## src/rtl/reg_write_bank.sv

```systemverilog
// rtl/reg_write_bank.sv - register write bank with per-register increment and a one-cycle data-memory write strobe
// Optional AC_ZERO_FLAG_EN adds the registered ac zero flag output z_flag.
module reg_write_bank (
  input  logic        clk,
  input  logic        rst_n,
  input  logic [3:0]  write_en,
  input  logic [15:0] bus_in,
  input  logic        wr_valid,
  output logic        wr_ready,
  input  logic [2:0]  inc_sel,
  output logic [7:0]  pc,
  output logic [7:0]  dr,
  output logic [7:0]  r,
  output logic [7:0]  r1,
  output logic [7:0]  r2,
  output logic [7:0]  r3,
  output logic [7:0]  ri,
  output logic [7:0]  rj,
  output logic [7:0]  rk,
  output logic [7:0]  ra,
  output logic [7:0]  rb,
  output logic [15:0] ac,
  output logic [15:0] tr,
  output logic        dm_we,
  output logic [7:0]  dm_wdata
`ifdef AC_ZERO_FLAG_EN
  , output logic      z_flag
`endif
);

  typedef enum logic {IDLE, DM_BUSY} state_t;

  state_t      state_q, state_d;
  logic [7:0]  pc_q, dr_q, r_q, r1_q, r2_q, r3_q, ri_q, rj_q, rk_q, ra_q, rb_q;
  logic [7:0]  pc_d, dr_d, r_d, r1_d, r2_d, r3_d, ri_d, rj_d, rk_d, ra_d, rb_d;
  logic [15:0] ac_q, tr_q, ac_d, tr_d;
  logic [7:0]  dm_wdata_q, dm_wdata_d;
  logic        accept;
  logic        ac_touched;

  assign wr_ready = (state_q == IDLE);
  assign accept   = wr_valid && wr_ready;
  assign dm_we    = (state_q == DM_BUSY);

  always_comb begin
    state_d    = IDLE;
    pc_d = pc_q; dr_d = dr_q; r_d  = r_q;  r1_d = r1_q; r2_d = r2_q; r3_d = r3_q;
    ri_d = ri_q; rj_d = rj_q; rk_d = rk_q; ra_d = ra_q; rb_d = rb_q;
    ac_d       = ac_q;
    tr_d       = tr_q;
    dm_wdata_d = dm_wdata_q;
    ac_touched = 1'b0;

    // Increments first so that a same-register write below overrides them.
    case (inc_sel)
      3'd1: pc_d = pc_q + 8'd1;
      3'd2: ri_d = ri_q + 8'd1;
      3'd3: rj_d = rj_q + 8'd1;
      3'd4: rk_d = rk_q + 8'd1;
      3'd5: begin ac_d = ac_q + 16'd1; ac_touched = 1'b1; end
      default: ;
    endcase

    if (accept) begin
      case (write_en)
        4'd1:  begin dm_wdata_d = bus_in[7:0]; state_d = DM_BUSY; end
        4'd2:  pc_d = bus_in[7:0];
        4'd3:  dr_d = bus_in[7:0];
        4'd4:  r_d  = bus_in[7:0];
        4'd5:  begin ac_d = bus_in; ac_touched = 1'b1; end
        4'd6:  tr_d = bus_in;
        4'd7:  r1_d = bus_in[7:0];
        4'd8:  r2_d = bus_in[7:0];
        4'd9:  ri_d = bus_in[7:0];
        4'd10: rj_d = bus_in[7:0];
        4'd11: rk_d = bus_in[7:0];
        4'd12: r3_d = bus_in[7:0];
        4'd13: ra_d = bus_in[7:0];
        4'd14: rb_d = bus_in[7:0];
        default: ;
      endcase
    end
  end

  always_ff @(posedge clk or negedge rst_n) begin
    if (!rst_n) begin
      state_q <= IDLE;
      pc_q <= '0; dr_q <= '0; r_q  <= '0; r1_q <= '0; r2_q <= '0; r3_q <= '0;
      ri_q <= '0; rj_q <= '0; rk_q <= '0; ra_q <= '0; rb_q <= '0;
      ac_q <= '0; tr_q <= '0; dm_wdata_q <= '0;
    end else begin
      state_q <= state_d;
      pc_q <= pc_d; dr_q <= dr_d; r_q  <= r_d;  r1_q <= r1_d; r2_q <= r2_d; r3_q <= r3_d;
      ri_q <= ri_d; rj_q <= rj_d; rk_q <= rk_d; ra_q <= ra_d; rb_q <= rb_d;
      ac_q <= ac_d; tr_q <= tr_d; dm_wdata_q <= dm_wdata_d;
    end
  end

`ifdef AC_ZERO_FLAG_EN
  logic z_q, z_d;

  always_comb begin
    z_d = z_q;
    if (ac_touched) z_d = (ac_d == 16'h0000);
  end

  always_ff @(posedge clk or negedge rst_n) begin
    if (!rst_n) z_q <= 1'b1;
    else        z_q <= z_d;
  end

  assign z_flag = z_q;
`else
  logic unused_ac_touched;
  assign unused_ac_touched = ac_touched;
`endif

  assign pc = pc_q; assign dr = dr_q; assign r  = r_q;  assign r1 = r1_q;
  assign r2 = r2_q; assign r3 = r3_q; assign ri = ri_q; assign rj = rj_q;
  assign rk = rk_q; assign ra = ra_q; assign rb = rb_q;
  assign ac = ac_q; assign tr = tr_q;
  assign dm_wdata = dm_wdata_q;

endmodule

```

## config.mk

```make
export PLATFORM = sky130hd
export DESIGN_NAME = reg_write_bank
export DESIGN_NICKNAME = d
export VERILOG_FILES = /design/src/rtl/reg_write_bank.sv
export SDC_FILE = /design/constraint.sdc
export NUM_CORES = 1
export LEC_CHECK = 0
export CELL_PAD_IN_SITES_DETAIL_PLACEMENT = 0
export CELL_PAD_IN_SITES_GLOBAL_PLACEMENT = 1
export CORE_ASPECT_RATIO = 2
export CORE_MARGIN = 2
export CORE_UTILIZATION = 35
export CTS_BUF_LIST = sky130_fd_sc_hd__clkbuf_4
export CTS_CLUSTER_DIAMETER = 80
export DETAILED_ROUTE_END_ITERATION = 8
export GPL_TIMING_DRIVEN = 0
export PLACE_DENSITY_LB_ADDON = 0.1
export SETUP_SLACK_MARGIN = 0.5
export SYNTH_ARGS = -nofsm -noshare
export SYNTH_HDL_FRONTEND = slang
export SYNTH_SLANG_ARGS = --single-unit
export TNS_END_PERCENT = 50
```

## constraint.sdc

```tcl
create_clock -name clk -period 1.9 [get_ports clk]
set_input_delay 0.38 -clock clk [delete_from_list [all_inputs] [get_ports clk]]
set_output_delay 0.38 -clock clk [all_outputs]
set_load 0.02 [all_outputs]
```

==> results.yml <==
yosys:
  yosys-top-cells-area: "dfrtp_1, mux2_2, xor2_1"
  synthesis.area_mm2: 0.00576
  syn_avg_cell_area_um2: 11.9
  synth_cell_types: 38
  synth_top_area_share: 0.560
  synth_fp_nets: 515
  ys_warn_count: 0
  ys_ff_latch: 129
  yosysSeqAreaShare: 0.560
  yosysTopAreaCell: "dfrtp_1"
  syn_inst: 484
worst_setup_path:
  max_stage_delay_ns: 0.50
  cp_max_fo: 2
  setup.worst_path.class: "reg2reg"
  cp.arrival_ns: 2.31
  path_cells: "ha_4 > nand4b_4 > or4_4 > or4b_4 > a31oi_1"
  critPathLaunchType: "flop"
  cp_slowest_cell: "or4b_4"
  r2r_slack_ns: 0.05
  cp-end-kind: "flop"
  crit_required_ns: 2.36
floorplanning:
  fp.dieH_um: 185
  coreArea_mm2: 0.0162
  dieArea_mm2: 0.0176
  io_pins: 156
  start_util: 0.356
  rows: 66
  die_w_um: 94.7
run_status:
  status: "finished, final reports clean"
place:
  dpl.hpwl_mm: 12.3
  dp.cells: 842
  port-buffer-count: 153
  gp_congestion: 0.779
cts:
  cts.sinks: 129
  cts.clk_slew.worst_paths_ns: 0.13
  cts_inserted_buffers: 17
  worstSkewPairLatency_ns: 0.53
  tritoncts: "built"
  clockBufferDepth: 2
  htreeDepth: 4
  root_buffer: "clkbuf_4"
finish:
  drive_gt1_frac: 0.579
  area_growth_pct: 69.0
  instances_no_fill: 980
  nets: 793
  n_fill_cell: 1343
sta:
  relSlewSlack: 0.414
  worst_pin_slew_ns: 0.877
  rsz0062_at_grt: "yes"
  fin_worst_skew_ns: 0.0166
  setup_viol: 0
  fin_crit_sh: 0.973
  fmax_mhz: 541
  fin_crit_ns: 1.85
  hold_ws_ns: 0.365
  hold_viol: 0
  maxSlewViolCount: 0
drt:
  vias_per_cell: 5.03
  routed_wirelength_mm: 19.2
  drt_iter0_drc: 127
  vias: 4927
  drc_errors: 0
  ant_nets: 0
  drt-pass1-iter-count: 5
  wl_per_cell_um: 19.6
power:
  p_per_area_mw_per_mm2: 1300
  ir_drop_mv: 0.715
  p_total_mw: 12.7
  leakagePower_nw: 4.44
grt:
  grt_max_degree: 74
  grt_pass1_vias: 5155
  grt_remaining_overflow: 0
  grt_usage: 0.218
  grt_pass1_wl_mm: 28.6
  antenna_found_initial: 1
min_path:
  hold_class: "in2async"
job:
  cap_violations: 0
-- cells in the final DEF (no fill, tap or decap), types with 8 or more instances in the layout --
cell type        netlist  final
buf_6                  0    145
dfrtp_1              129    115
buf_4                  2     86
mux2_4                 0     49
nor2_1                43     34
mux2_2                80     31
xor2_1                22     22
clkdlybuf4s50_1        0     19
clkbuf_4               0     18
a21oi_1               37     17
xnor2_1               17     17
nand3_1               16     15
a21oi_2                0     15
dfrtp_2                0     14
nand4_1               12     12
nand2_1               26     11
mux2i_1                8      8
-- sequential cells by signal, summed over array words and instances, names as in the netlist --
name      cells
ac           16
tr           16
dm_wdata      8
dr            8
pc            8
r1            8
r2            8
r3            8
r             8
ra            8
rb            8
ri            8
rj            8
rk            8
dm_we         1
-- cell families after synthesis --
logic type	Yosys count	synth area share
AOI/OAI and AO/OA	52	0.0475
muxes	88	0.170
adders and majority gates	5	0.0109
buffers and inverters	33	0.0230
xor gates and xnor gates	39	0.0593
and+or+nand+nor	138	0.129
DFF	129	0.560
-- final timing paths --
check                                 startpoint                end  cells past startpoint
min in group clk                      inc_sel[2]    pc[0]$_DFF_PN0_                      4
worst min register to register  r[1]$_DFFE_PN0P_   r[1]$_DFFE_PN0P_                      1
worst max-delay path             ac[1]$_DFF_PN0_   ac[14]$_DFF_PN0_                      5
max in group asynchronous                  rst_n    ac[3]$_DFF_PN0_                      3
worst min-delay path                       rst_n  rb[0]$_DFFE_PN0P_                      2
worst max register to register   ac[1]$_DFF_PN0_   ac[14]$_DFF_PN0_                      5
-- cells in the mapped netlist --
master    instances
a211oi_1          1
a21boi_0          2
a21oi_1          37
a31o_2            1
a31oi_1           2
and2_1            5
and3_1            5
and4_1            3
and4bb_2          1
buf_2             1
buf_4             2
clkbuf_1         23
dfrtp_1         129
ha_1              5
inv_1             7
mux2_2           80
mux2i_1           8
nand2_1          26
nand3_1          16
nand3b_1          2
nand4_1          12
nand4b_1          2
nand4b_4          1
nor2_1           43
nor2b_1           3
nor3_1            5
nor3b_1           1
nor3b_2           3
nor4_1            4
nor4_2            1
nor4b_1           1
nor4bb_1          1
o21ai_0           9
or3_1             1
or4_4             1
or4b_1            1
xnor2_1          17
xor2_1           22
-- final cells by class --
class / instances / area, µm² / share of cell area
multi-input cells: 322 / 3010 / 0.308
clock inverters: 15 / 133 / 0.0136
flip-flops and latches: 129 / 3250 / 0.333
clock buffers: 17 / 128 / 0.0131
repair buffers: 259 / 2650 / 0.272
inverters: 7 / 26.3 / 0.00270
diodes: 1 / 2.50 / 0.000257
plain buffers: 26 / 303 / 0.0311
well taps: 204 / 255 / 0.0262
-- stage by stage --
step	setup slack (ns)	setup TNS [ns]	area, µm²	utilization
floorplan	0.0368	0	6110	-
global placement	-5.17	-634.64	7900	0.488
finish	0.0510	0	9740	0.602
detailed placement	-0.632	-34.09	7930	0.490
global route	0.0312	0	9740	0.602
CTS	0.0705	0	9170	0.566
-- power by group --
part           switching (mW)  total [mW]  internal [mW]
Clock                    1.15        1.82          0.663
Combinational            2.89        6.48           3.59
Sequential              0.775        4.39           3.61
-- worst max-delay path, delay by kind of cell (launching register included) --
family / cells / cell delay [ns]
simple gates: 3 / 1.06
flops: 1 / 0.41
compound gates: 1 / 0.17
fa+ha+maj: 1 / 0.14
-- metal layers --
metal,vias up,part of all wire,GRT usage
li1,2258,-,-
met1,2488,0.36,0.234
met2,151,0.57,0.414
met3,30,0.039,0.0417
met4,0,0.026,0.0736
met5,-,0,0
-- what timing repair did --
item,4_1_cts,5_1_grt
endpoints found under the setup margin,252,259
resized for setup,854,81
hold endpoints to repair,56,0
pin swaps,24,13
cloned,0,3
setup buffers,75,26
hold buffers,1,0
No activity file was read; power rests on OpenSTA's default activity.
